## src/rtl/sdp_erdma_eg_ro_dfifo_ctrl.sv

```systemverilog
// -----------------------------------------------------------------------------
// sdp_erdma_eg_ro_dfifo_ctrl
//
// Depth-2 valid/ready data FIFO on the SDP ERDMA egress read-out path.
// Storage is one flop-RAM entry plus a registered output stage. A beat that
// arrives while the output stage can take it falls straight through to the
// output register, so an empty FIFO has one cycle of latency and the RAM is
// written only when the output stage is occupied and stalled.
//
// Handshake: a beat transfers on a side exactly in a cycle where that side's
// valid and ready are both 1 at the rising clock edge. Valid, once raised,
// holds with stable payload until the transfer. Ready may be used to qualify
// payload only together with valid.
//
// Ports
//   i_clk            core clock, all state on the rising edge
//   i_rst            asynchronous active-high reset
//   i_wr_pvld        write-side valid
//   o_wr_prdy        write-side ready (combinational: RAM entry is free)
//   i_wr_pd          write payload (DW bits)
//   o_rd_pvld        read-side valid (registered)
//   i_rd_prdy        read-side ready
//   o_rd_pd          read payload (registered)
//   o_fifo_count     occupancy 0..2 (registered)
//   o_fifo_idle      1 when occupancy is 0 (registered)
//   i_pwrbus_ram_pd  RAM power-control bus, passed to the flop-RAM
// -----------------------------------------------------------------------------
module sdp_erdma_eg_ro_dfifo_ctrl #(
  parameter int DW = 256
) (
  input  logic          i_clk,
  input  logic          i_rst,
  input  logic          i_wr_pvld,
  output logic          o_wr_prdy,
  input  logic [DW-1:0] i_wr_pd,
  output logic          o_rd_pvld,
  input  logic          i_rd_prdy,
  output logic [DW-1:0] o_rd_pd,
  output logic [1:0]    o_fifo_count,
  output logic          o_fifo_idle,
  input  logic [31:0]   i_pwrbus_ram_pd
);

  logic          r_ram_valid;
  logic          r_rd_pvld;
  logic [DW-1:0] r_rd_pd;
  logic [1:0]    r_fifo_count;
  logic          r_fifo_idle;

  logic          w_wr_prdy;
  logic          w_wr_acc;
  logic          w_rd_acc;
  logic          w_out_load;
  logic          w_ram_we;
  logic          w_ram_ra;
  logic [DW-1:0] w_ram_dout;
  logic [1:0]    w_count_nxt;

  assign w_wr_prdy = !r_ram_valid;
  assign w_wr_acc  = i_wr_pvld & w_wr_prdy;
  assign w_rd_acc  = r_rd_pvld & i_rd_prdy;

  // The output register takes a new beat whenever it is empty or being read,
  // and there is something to give it: the stored entry first, else the
  // incoming write.
  assign w_out_load = (!r_rd_pvld | i_rd_prdy) & (r_ram_valid | w_wr_acc);

  // ra=0 reads the stored entry, ra=1 passes di straight through.
  assign w_ram_ra = !r_ram_valid;

  // Only a write that cannot fall through is stored.
  assign w_ram_we = w_wr_acc & !w_out_load;

  sdp_erdma_eg_ro_dfifo_flopram_1x256 #(
    .DW (DW)
  ) u_ram (
    .i_clk           (i_clk),
    .i_pwrbus_ram_pd (i_pwrbus_ram_pd),
    .i_di            (i_wr_pd),
    .i_we            (w_ram_we),
    .i_ra            (w_ram_ra),
    .o_dout          (w_ram_dout)
  );

  // Occupancy can only go 0..2: a write is refused while the RAM entry is
  // full, and a read needs rd_pvld, which implies a non-zero count.
  assign w_count_nxt = r_fifo_count + {1'b0, w_wr_acc} - {1'b0, w_rd_acc};

  always_ff @(posedge i_clk or posedge i_rst) begin
    if (i_rst) begin
      r_ram_valid  <= 1'b0;
      r_rd_pvld    <= 1'b0;
      r_rd_pd      <= '0;
      r_fifo_count <= 2'd0;
      r_fifo_idle  <= 1'b1;
    end else begin
      if (r_ram_valid && w_out_load) begin
        r_ram_valid <= 1'b0;
      end else if (!r_ram_valid && w_ram_we) begin
        r_ram_valid <= 1'b1;
      end

      if (w_out_load) begin
        r_rd_pvld <= 1'b1;
        r_rd_pd   <= w_ram_dout;
      end else if (w_rd_acc) begin
        r_rd_pvld <= 1'b0;
      end

      r_fifo_count <= w_count_nxt;
      r_fifo_idle  <= (w_count_nxt == 2'd0);
    end
  end

  assign o_wr_prdy    = w_wr_prdy;
  assign o_rd_pvld    = r_rd_pvld;
  assign o_rd_pd      = r_rd_pd;
  assign o_fifo_count = r_fifo_count;
  assign o_fifo_idle  = r_fifo_idle;

endmodule

// -----------------------------------------------------------------------------
// sdp_erdma_eg_ro_dfifo_flopram_1x256
//
// One-entry flop RAM with write-through read select. Contents are not reset.
//
// Ports
//   i_clk            clock
//   i_pwrbus_ram_pd  power-control bus (no effect on a flop array)
//   i_di             write data
//   i_we             write enable
//   i_ra             read address: 0 = stored entry, 1 = i_di bypass
//   o_dout           read data
// -----------------------------------------------------------------------------
module sdp_erdma_eg_ro_dfifo_flopram_1x256 #(
  parameter int DW = 256
) (
  input  logic          i_clk,
  input  logic [31:0]   i_pwrbus_ram_pd,
  input  logic [DW-1:0] i_di,
  input  logic          i_we,
  input  logic          i_ra,
  output logic [DW-1:0] o_dout
);

  logic [DW-1:0] r_mem;
  logic          w_unused_pwrbus;

  assign w_unused_pwrbus = ^i_pwrbus_ram_pd;

  always_ff @(posedge i_clk) begin
    if (i_we) begin
      r_mem <= i_di;
    end
  end

  assign o_dout = i_ra ? i_di : r_mem;

endmodule

```

## config.mk

```make
export PLATFORM = sky130hd
export DESIGN_NAME = sdp_erdma_eg_ro_dfifo_ctrl
export DESIGN_NICKNAME = d
export VERILOG_FILES = /design/src/rtl/sdp_erdma_eg_ro_dfifo_ctrl.sv
export SDC_FILE = /design/constraint.sdc
export NUM_CORES = 1
export LEC_CHECK = 0
export ABC_CLOCK_PERIOD_IN_PS = 36400
export CAP_MARGIN = 20
export CORE_AREA = 2 2 217 219
export DETAILED_ROUTE_END_ITERATION = 10
export DIE_AREA = 0 0 219 221
export GPL_TIMING_DRIVEN = 0
export PLACE_DENSITY = 0.8
export SLEW_MARGIN = 20
export SYNTH_ARGS = -nofsm -noshare
export SYNTH_HDL_FRONTEND = slang
export SYNTH_SLANG_ARGS = --single-unit
```

## constraint.sdc

```tcl
create_clock -name i_clk -period 36.4 [get_ports i_clk]
set_input_delay 3.64 -clock i_clk [delete_from_list [all_inputs] [get_ports i_clk]]
set_output_delay 3.64 -clock i_clk [all_outputs]
set_load 0.02 [all_outputs]
```

# Word level (Yosys, flattened, before mapping)
# Index checks and enable logic that the tools add are counted.
# classes
add_sub_neg	2
multipliers	0
div	0
order_cmp	0
eq_ne	0
shift	0
muxes	5
n_bitwise	6
reduce_logical	8
# op_table
cell	count
2-to-1 mux 256 bit	1
AND 1 bit	4
2-to-1 mux 1 bit	4
nonzero test 2 bit	2
logical NOT 1 bit	3
adder 2 x 1 -> 2 bit	1
logical AND 1 bit	2
logical NOT 2 bit	1
OR 1 bit	2
subtractor 2 x 1 -> 2 bit	1
# totals
ff_bits	517
latchBits	0
ram_bits	0
mem_bits_ro	0
output_inout_bits	261
wordCells	27
mem_count	0

# Depth between registers and ports, before layout
# Gate-level depths: netlist of the first run.
# depth
ltp_word	9
mapped_depth	11
depth_no_buf	8

# By module
# A second synthesis of the first run with hierarchy kept.
# hier_totals
hier_cells	1102
area_unflattened_um2	21657.0
# modules_own_cells
module	n_inst	cells_each	area_each_um2	seq_area_each_um2
sdp_erdma_eg_ro_dfifo_flopram_1x256	1	540	10875.4	7687.4
sdp_erdma_eg_ro_dfifo_ctrl	1	562	10781.6	6532.5

# Worst setup path after synthesis of the first run
# Ideal clock, no wire load.
# synth_timing
path_kind	input to register
from	in i_rd_prdy
to	reg u_ram.r_mem[0], enable pin
arrival_ns	14.407
required_time_ns	35.523
slack_ns	21.116
stages	2
path_buffers	0
cell_sequence	nand2b_4 nor2_1
# synth_between
elab_chain_len	4
# synth_rtl
item	line	source
start: declaration	37	input logic i_rd_prdy,
OR 1 bit	66	assign w_out_load = (!r_rd_pvld | i_rd_prdy) & (r_ram_valid | w_wr_acc);
AND 1 bit	66	
logical NOT 1 bit	72	assign w_ram_we = w_wr_acc & !w_out_load;
AND 1 bit	72	
net u_ram.i_we	142	input logic i_we,
end signal: assignment	154	r_mem <= i_di;
end: declaration	147	logic [DW-1:0] r_mem;
# The timed path passes the listed nets, and every way through them passes these cells.
# A chain may end at the register's enable or synchronous reset.

# Worst setup path after layout of the first run
# layout_timing
from	reg r_ram_valid
to	out o_wr_prdy
# layout_between
elab_chain_len	1
# layout_rtl
item	line	source
start: declaration	44	logic r_ram_valid;
start signal: assignment	91	r_ram_valid <= 1'b0;
start signal: assignment	98	r_ram_valid <= 1'b0;
start signal: assignment	100	r_ram_valid <= 1'b1;
logical NOT 1 bit	59	assign w_wr_prdy = !r_ram_valid;
end: declaration	34	output logic o_wr_prdy,
# Every way passes these cells.

==> results.ini, run 1 <==
[synth]
avgSynthCellArea_sq_um = 19.5
synth_fp_nets = 1397
ys_warn_count = 0
synth.area.top_cells = edfxtp_1 (36%), dfrtp_1 (30%), mux2_4 (17%)
synth_cell_types = 19
synthCells = 1103
yosys.area.top_type = edfxtp_1
synth-seq-cells = 517
yosysSeqAreaShare_pct = 66.1
synthesis.area_sq_um = 21500
netlist.area_leader.share_pct = 35.8

[drt]
viasPerCell = 5.13
totalWireLength_um = 54500
initialDrtViolationCount = 580
avgRoutedWirePerCell_um = 23.2
postRouteAntennaNets = 0
drcViolationCount = 0
dr.pass1.iters = 4
dr_total_vias = 12000

[timing]
fin_crit_ns = 5.84
fmax_mhz = 171
worst_pin_slew_ns = 0.765
relSlewSlack_pct = 48.9
hold_viol = 0
setup_violations = 0
slew_violations = 0
setup-tns-final_ns = 0
finClkSkew_ns = 0.0133
period_share_pct = 16.0
rsz0062_at_grt = false

[cts]
cts_resized = 0
cts_tree = done
cts_hold_buf = 0
htreeDepth = 2
clk_path_buf_depth = 3
path_clk_slew_ns = 0.06
cts_setup_buffers = 0
root_buffer = clkbuf_16
cts-buffers-inserted = 52
cts.sinks = 517
clk-insertion-delay-late_ns = 0.58

[critical_path]
critPathKind = flip-flop to primary output
cp.required_ns = 32.76
startpoint_type = flip-flop
setup.worst_path.end_class = primary output
worstPathArrival_ns = 2.20
path_max_fanout = 10

[floorplanning]
fp.coreArea_sq_um = 46100
ios = 553
die_area_sq_um = 48400
start_util_pct = 46.7
die_h_um = 221
fp-row-count = 79
die_w_um = 219

[grt]
grt_max_degree = 95
first_global_vias = 13300
antenna_found_initial = 9
grt-ovfl-total = 0
use_met3_pct = 7.78
met1_usage_pct = 27.6
gr-usage-met2_pct = 36.2
grt_pass1_wl_um = 82700
busiest_layer = met2
grt.total_usage_pct = 22.3

[place]
place_area_sq_um = 27800
globalplace.congestion = 0.804
post-dp-hpwl_um = 38600
numPortBuffers = 520

[power]
p_leak_nw = 11.7
power_density_nw_per_um2 = 58.0
ir_drop_mv = 0.0435

[cells_and_area]
fin_area_sq_um = 29600
layout.nets = 1986
multiInputGateArea_sq_um = 6770
layout_common_cells = clkdlybuf4s50_1 (520), mux2_2 (272), dfrtp_1 (260)
regArea_sq_um = 14200
layout_commonest_cell = clkdlybuf4s50_1
area_growth_pct = 37.7
fill_cells = 3212
drive_gt1_share_pct = 38.7

[flow_run]
maxCapViolCount = 0

[hold_path]
hp-class = flip-flop to flip-flop

[status]
status = completed

==> report_power, final <==
| part | internal (W) | total (W) | switching (W) | leakage [nW] |
|---|---|---|---|---|
| sequential | 0.000690 | 0.000732 | 0.0000415 | 5.40 |
| clock | 0.000324 | 0.000550 | 0.000225 | 0.869 |
| combinational | 0.000245 | 0.000437 | 0.000192 | 5.47 |
| total | 0.00126 | 0.00172 | 0.000459 | 11.7 |
==> Yosys cell counts (all sizes together) <==
library cell	number
edfxtp	256
mux2	512
xnor2	2
dfrtp	260
ha	2
dfstp	1
and2	1
nand2	2
clkbuf	2
nor2	4
nor2b	1
buf	56
nand2b	1
inv	3
==> registers in the layout (all words and copies together), names as in the netlist <==
name	cells
o_fifo_count	2
o_rd_pvld	1
r_ram_valid	1
u_ram.r_mem	256
o_rd_pd	256
o_fifo_idle	1
==> critical path, cell delays in order (launching register included) <==
cell and delay, ns:
dfrtp_1 0.38, buf_6 0.15, buf_6 0.15, buf_4 0.19
inv_1 0.12, clkdlybuf4s50_1 0.63
==> metal layers <==
metal / share of wire [%] / routed length, um
met5: 0.099 / 54
met4: 3.7 / 2000
met3: 8.5 / 4640
met2: 48 / 26200
met1: 40 / 21600
==> per-stage QoR <==
stage / utilization [%] / hold slack [ns] / total power, W / setup WS, ns / std cells
after floorplan: - / 0.552 / 0.000974 / 21.12 / 1103
after global placement: 59.6 / 0.491 / 0.00117 / 14.19 / 2230
after detailed placement: 60.4 / 0.491 / 0.00118 / 30.07 / 2245
after CTS: 64.3 / 0.509 / 0.00173 / 30.50 / 2341
after global routing: 64.3 / 0.515 / 0.00178 / 30.47 / 2345
final: 64.3 / 0.504 / 0.00172 / 30.56 / 2346
==> layout make-up <==
type	instances	area share [%]
buffer	58	1.70
tap	607	2.56
timing repair buffer	535	18.8
clock buffer	82	5.46
sequential	517	48.0
clock inverter	14	0.499
multi-input combinational	525	22.9
inverter	3	0.0634
antenna	5	0.0423
==> logic make-up after synthesis <==
kind of cell  count (synthesis)  share of synthesized area, %
flops                       517                          66.1
mux                         512                          31.0
fa+ha+maj                     2                         0.116
simple gates                  9                         0.262
buf+inv                      61                          2.39
xor+xnor                      2                        0.0815
==> worst paths after layout <==
kind                                                    to                      from  slack (ns)  cells after the start
worst min register to register    o_rd_pd[121]$_DFFE_PP0P_  o_rd_pd[121]$_DFFE_PP0P_        0.50                      1
worst max register to register  u_ram.r_mem[175]$_DFFE_PP_   r_ram_valid$_DFFE_PP0P_       33.33                     11
max in group asynchronous          o_rd_pd[45]$_DFFE_PP0P_                     i_rst       31.87                      4
min in group asynchronous           o_rd_pd[9]$_DFFE_PP0P_                     i_rst        3.47                      2
worst max-delay path                             o_wr_prdy   r_ram_valid$_DFFE_PP0P_       30.56                      5
worst min-delay path              o_rd_pd[121]$_DFFE_PP0P_  o_rd_pd[121]$_DFFE_PP0P_        0.50                      1
Note: power is estimated with default switching activity, not from simulation.
==> inputs of run 2 (changes only) <==
--- a/config.mk
+++ b/config.mk
@@ -5,13 +5,13 @@
 export SDC_FILE = /design/constraint.sdc
 export NUM_CORES = 1
 export LEC_CHECK = 0
-export ABC_CLOCK_PERIOD_IN_PS = 36400
+export ABC_CLOCK_PERIOD_IN_PS = 5400
 export CAP_MARGIN = 20
-export CORE_AREA = 2 2 217 219
+export CORE_MARGIN = 2
+export CORE_UTILIZATION = 49
 export DETAILED_ROUTE_END_ITERATION = 10
-export DIE_AREA = 0 0 219 221
 export GPL_TIMING_DRIVEN = 0
-export PLACE_DENSITY = 0.8
+export PLACE_DENSITY = 0.83
 export SLEW_MARGIN = 20
 export SYNTH_ARGS = -nofsm -noshare
 export SYNTH_HDL_FRONTEND = slang
==> constraint.sdc (replaced) <==
create_clock -name i_clk -period 5.4 [get_ports i_clk]
set_input_delay 0.54 -clock i_clk [delete_from_list [all_inputs] [get_ports i_clk]]
set_output_delay 0.54 -clock i_clk [all_outputs]
set_load 0.02 [all_outputs]
==> results.ini, run 2 (synthesized netlist as in run 1, its figures left out) <==
[critical_path]
startpoint = r_ram_valid$_DFFE_PP0P_
crit_slowest_cell = nor2_4
crit_path_cell_trace = buf_6 > buf_6 > buf_4 > inv_1 > nand2_1 > nor2_4 > buf_16 > buf_12 > buf_16 > buf_12 > buf_12 > buf_16
path_buf_inv = 10
r2r_end = u_ram.r_mem[180]$_DFFE_PP_
cp.depth = 12
path_max_fanout = 23
timing.rr.start = r_ram_valid$_DFFE_PP0P_
critPathKind = flip-flop to flip-flop
ff2ff_setup_slack_ns = 2.31
worstPathArrival_ns = 3.37
slowest_delay_ns = 0.47
cp.required_ns = 5.69
setup.worst_path.end_class = flip-flop
startpoint_type = flip-flop
cp-endpoint = u_ram.r_mem[180]$_DFFE_PP_
rr_worst_depth = 12
critPathTopFamily = buffers and inverters

[timing]
worst_pin_slew_ns = 0.624
setup_ws_ns = 2.31
hold_viol = 0
rsz0062_at_grt = false
finClkSkew_ns = 0.0249
fmax_mhz = 324
relSlewSlack_pct = 58.4
fin_crit_ns = 3.09
slew_violations = 0
setup_violations = 0
period_share_pct = 57.2

[floorplanning]
fp.coreArea_sq_um = 43200
fp-row-count = 76
ios = 553
die_w_um = 213
die_h_um = 213
start_util_pct = 49.8
die_area_sq_um = 45600

[cts]
htreeDepth = 2
clk-insertion-delay-late_ns = 0.59
cts-buffers-inserted = 54
path_clk_slew_ns = 0.06
cts_resized = 0
cts.sinks = 517
clk_path_buf_depth = 3
root_buffer = clkbuf_16
cts_hold_buf = 0
cts_setup_buffers = 0
cts_tree = done

[grt]
grt.total_usage_pct = 24.4
grt_max_degree = 32
grt-ovfl-total = 0
first_global_vias = 13500
antenna_found_initial = 9
grt_pass1_wl_um = 83500

[drt]
avgRoutedWirePerCell_um = 24.1
totalWireLength_um = 56200
highest-signal-layer = met5
dr.pass1.iters = 4
dr_total_vias = 12100
wl_met3_um = 4910
viasPerCell = 5.20
wl_met2_um = 27900
drcViolationCount = 0
wl_met1_um = 21200
initialDrtViolationCount = 531
postRouteAntennaNets = 0

[power]
power_density_nw_per_um2 = 389
ir_drop_mv = 0.320
p_leak_nw = 11.8
p_total_w = 0.0115

[cells_and_area]
area_growth_pct = 38.0
drive_gt1_share_pct = 38.5
layout_common_cells = clkdlybuf4s50_1 (520), mux2_2 (272), dfrtp_1 (260)
layout.nets = 1995
fill_cells = 2834
layout_commonest_cell = clkdlybuf4s50_1

[place]
globalplace.congestion = 0.770
post-place-ws_ns = 2.13
post-dp-hpwl_um = 39500
numPortBuffers = 520

[status]
status = completed

[flow_run]
maxCapViolCount = 0

[hold_path]
hp-class = input port to asynchronous set/reset pin

## run 2: per-layer routing
layer | GRT usage (%) | up-vias
met5 | 0 | -
met4 | 11.1 | 6
met3 | 8.07 | 119
met2 | 40.5 | 431
met1 | 29.0 | 6227
li1 | - | 5359
## run 2: worst min path at each step
| stage | start | endpoint | slack (ns) | cells past startpoint |
|---|---|---|---|---|
| after floorplan | r_ram_valid$_DFFE_PP0P_ | o_rd_pvld$_DFFE_PP0P_ | 0.55 | 3 |
| after global placement | o_rd_pd[118]$_DFFE_PP0P_ | o_rd_pd[118]$_DFFE_PP0P_ | 0.49 | 1 |
| after detailed placement | o_rd_pd[128]$_DFFE_PP0P_ | o_rd_pd[128]$_DFFE_PP0P_ | 0.49 | 1 |
| after CTS | i_rst | o_rd_pd[120]$_DFFE_PP0P_ | 0.29 | 2 |
| after global routing | i_rst | o_rd_pd[154]$_DFFE_PP0P_ | 0.33 | 2 |
| final | i_rst | o_rd_pd[251]$_DFFE_PP0P_ | 0.32 | 2 |
## run 2: layout make-up
cell class	instances	area, sq um	area share (%)
well taps	585	732	2.47
plain buffers	58	503	1.69
multi-input cells	525	6770	22.8
flip-flops and latches	517	14200	47.9
diodes	10	25.0	0.0843
clock inverters	12	113	0.379
inverters	3	15.0	0.0506
repair buffers	542	5710	19.2
clock buffers	85	1590	5.35
## run 2: worst register-to-register path: stages, from the launching register on
cell,delay [ns]
dfrtp_1,0.38
buf_6,0.14
buf_6,0.15
buf_4,0.19
inv_1,0.09
nand2_1,0.11
nor2_4,0.47
buf_16,0.24
buf_12,0.22
buf_16,0.19
buf_12,0.21
buf_12,0.21
buf_16,0.18
## run 2: stage by stage
step / setup TNS (ns) / instances / hold WS (ns) / area, sq um / utilization [%]
after floorplan: 0 / 1103 / 0.552 / 21500 / -
after global placement: -845.63 / 2208 / 0.490 / 27400 / 63.6
after detailed placement: 0 / 2230 / 0.491 / 27900 / 64.7
after CTS: 0 / 2327 / 0.290 / 29600 / 68.7
after global routing: 0 / 2331 / 0.332 / 29700 / 68.7
final: 0 / 2337 / 0.318 / 29700 / 68.7
## run 2: where the power goes
group / switching (W) / internal [W]
combinational: 0.00131 / 0.00166
sequential: 0.000294 / 0.00466
clock: 0.00151 / 0.00210
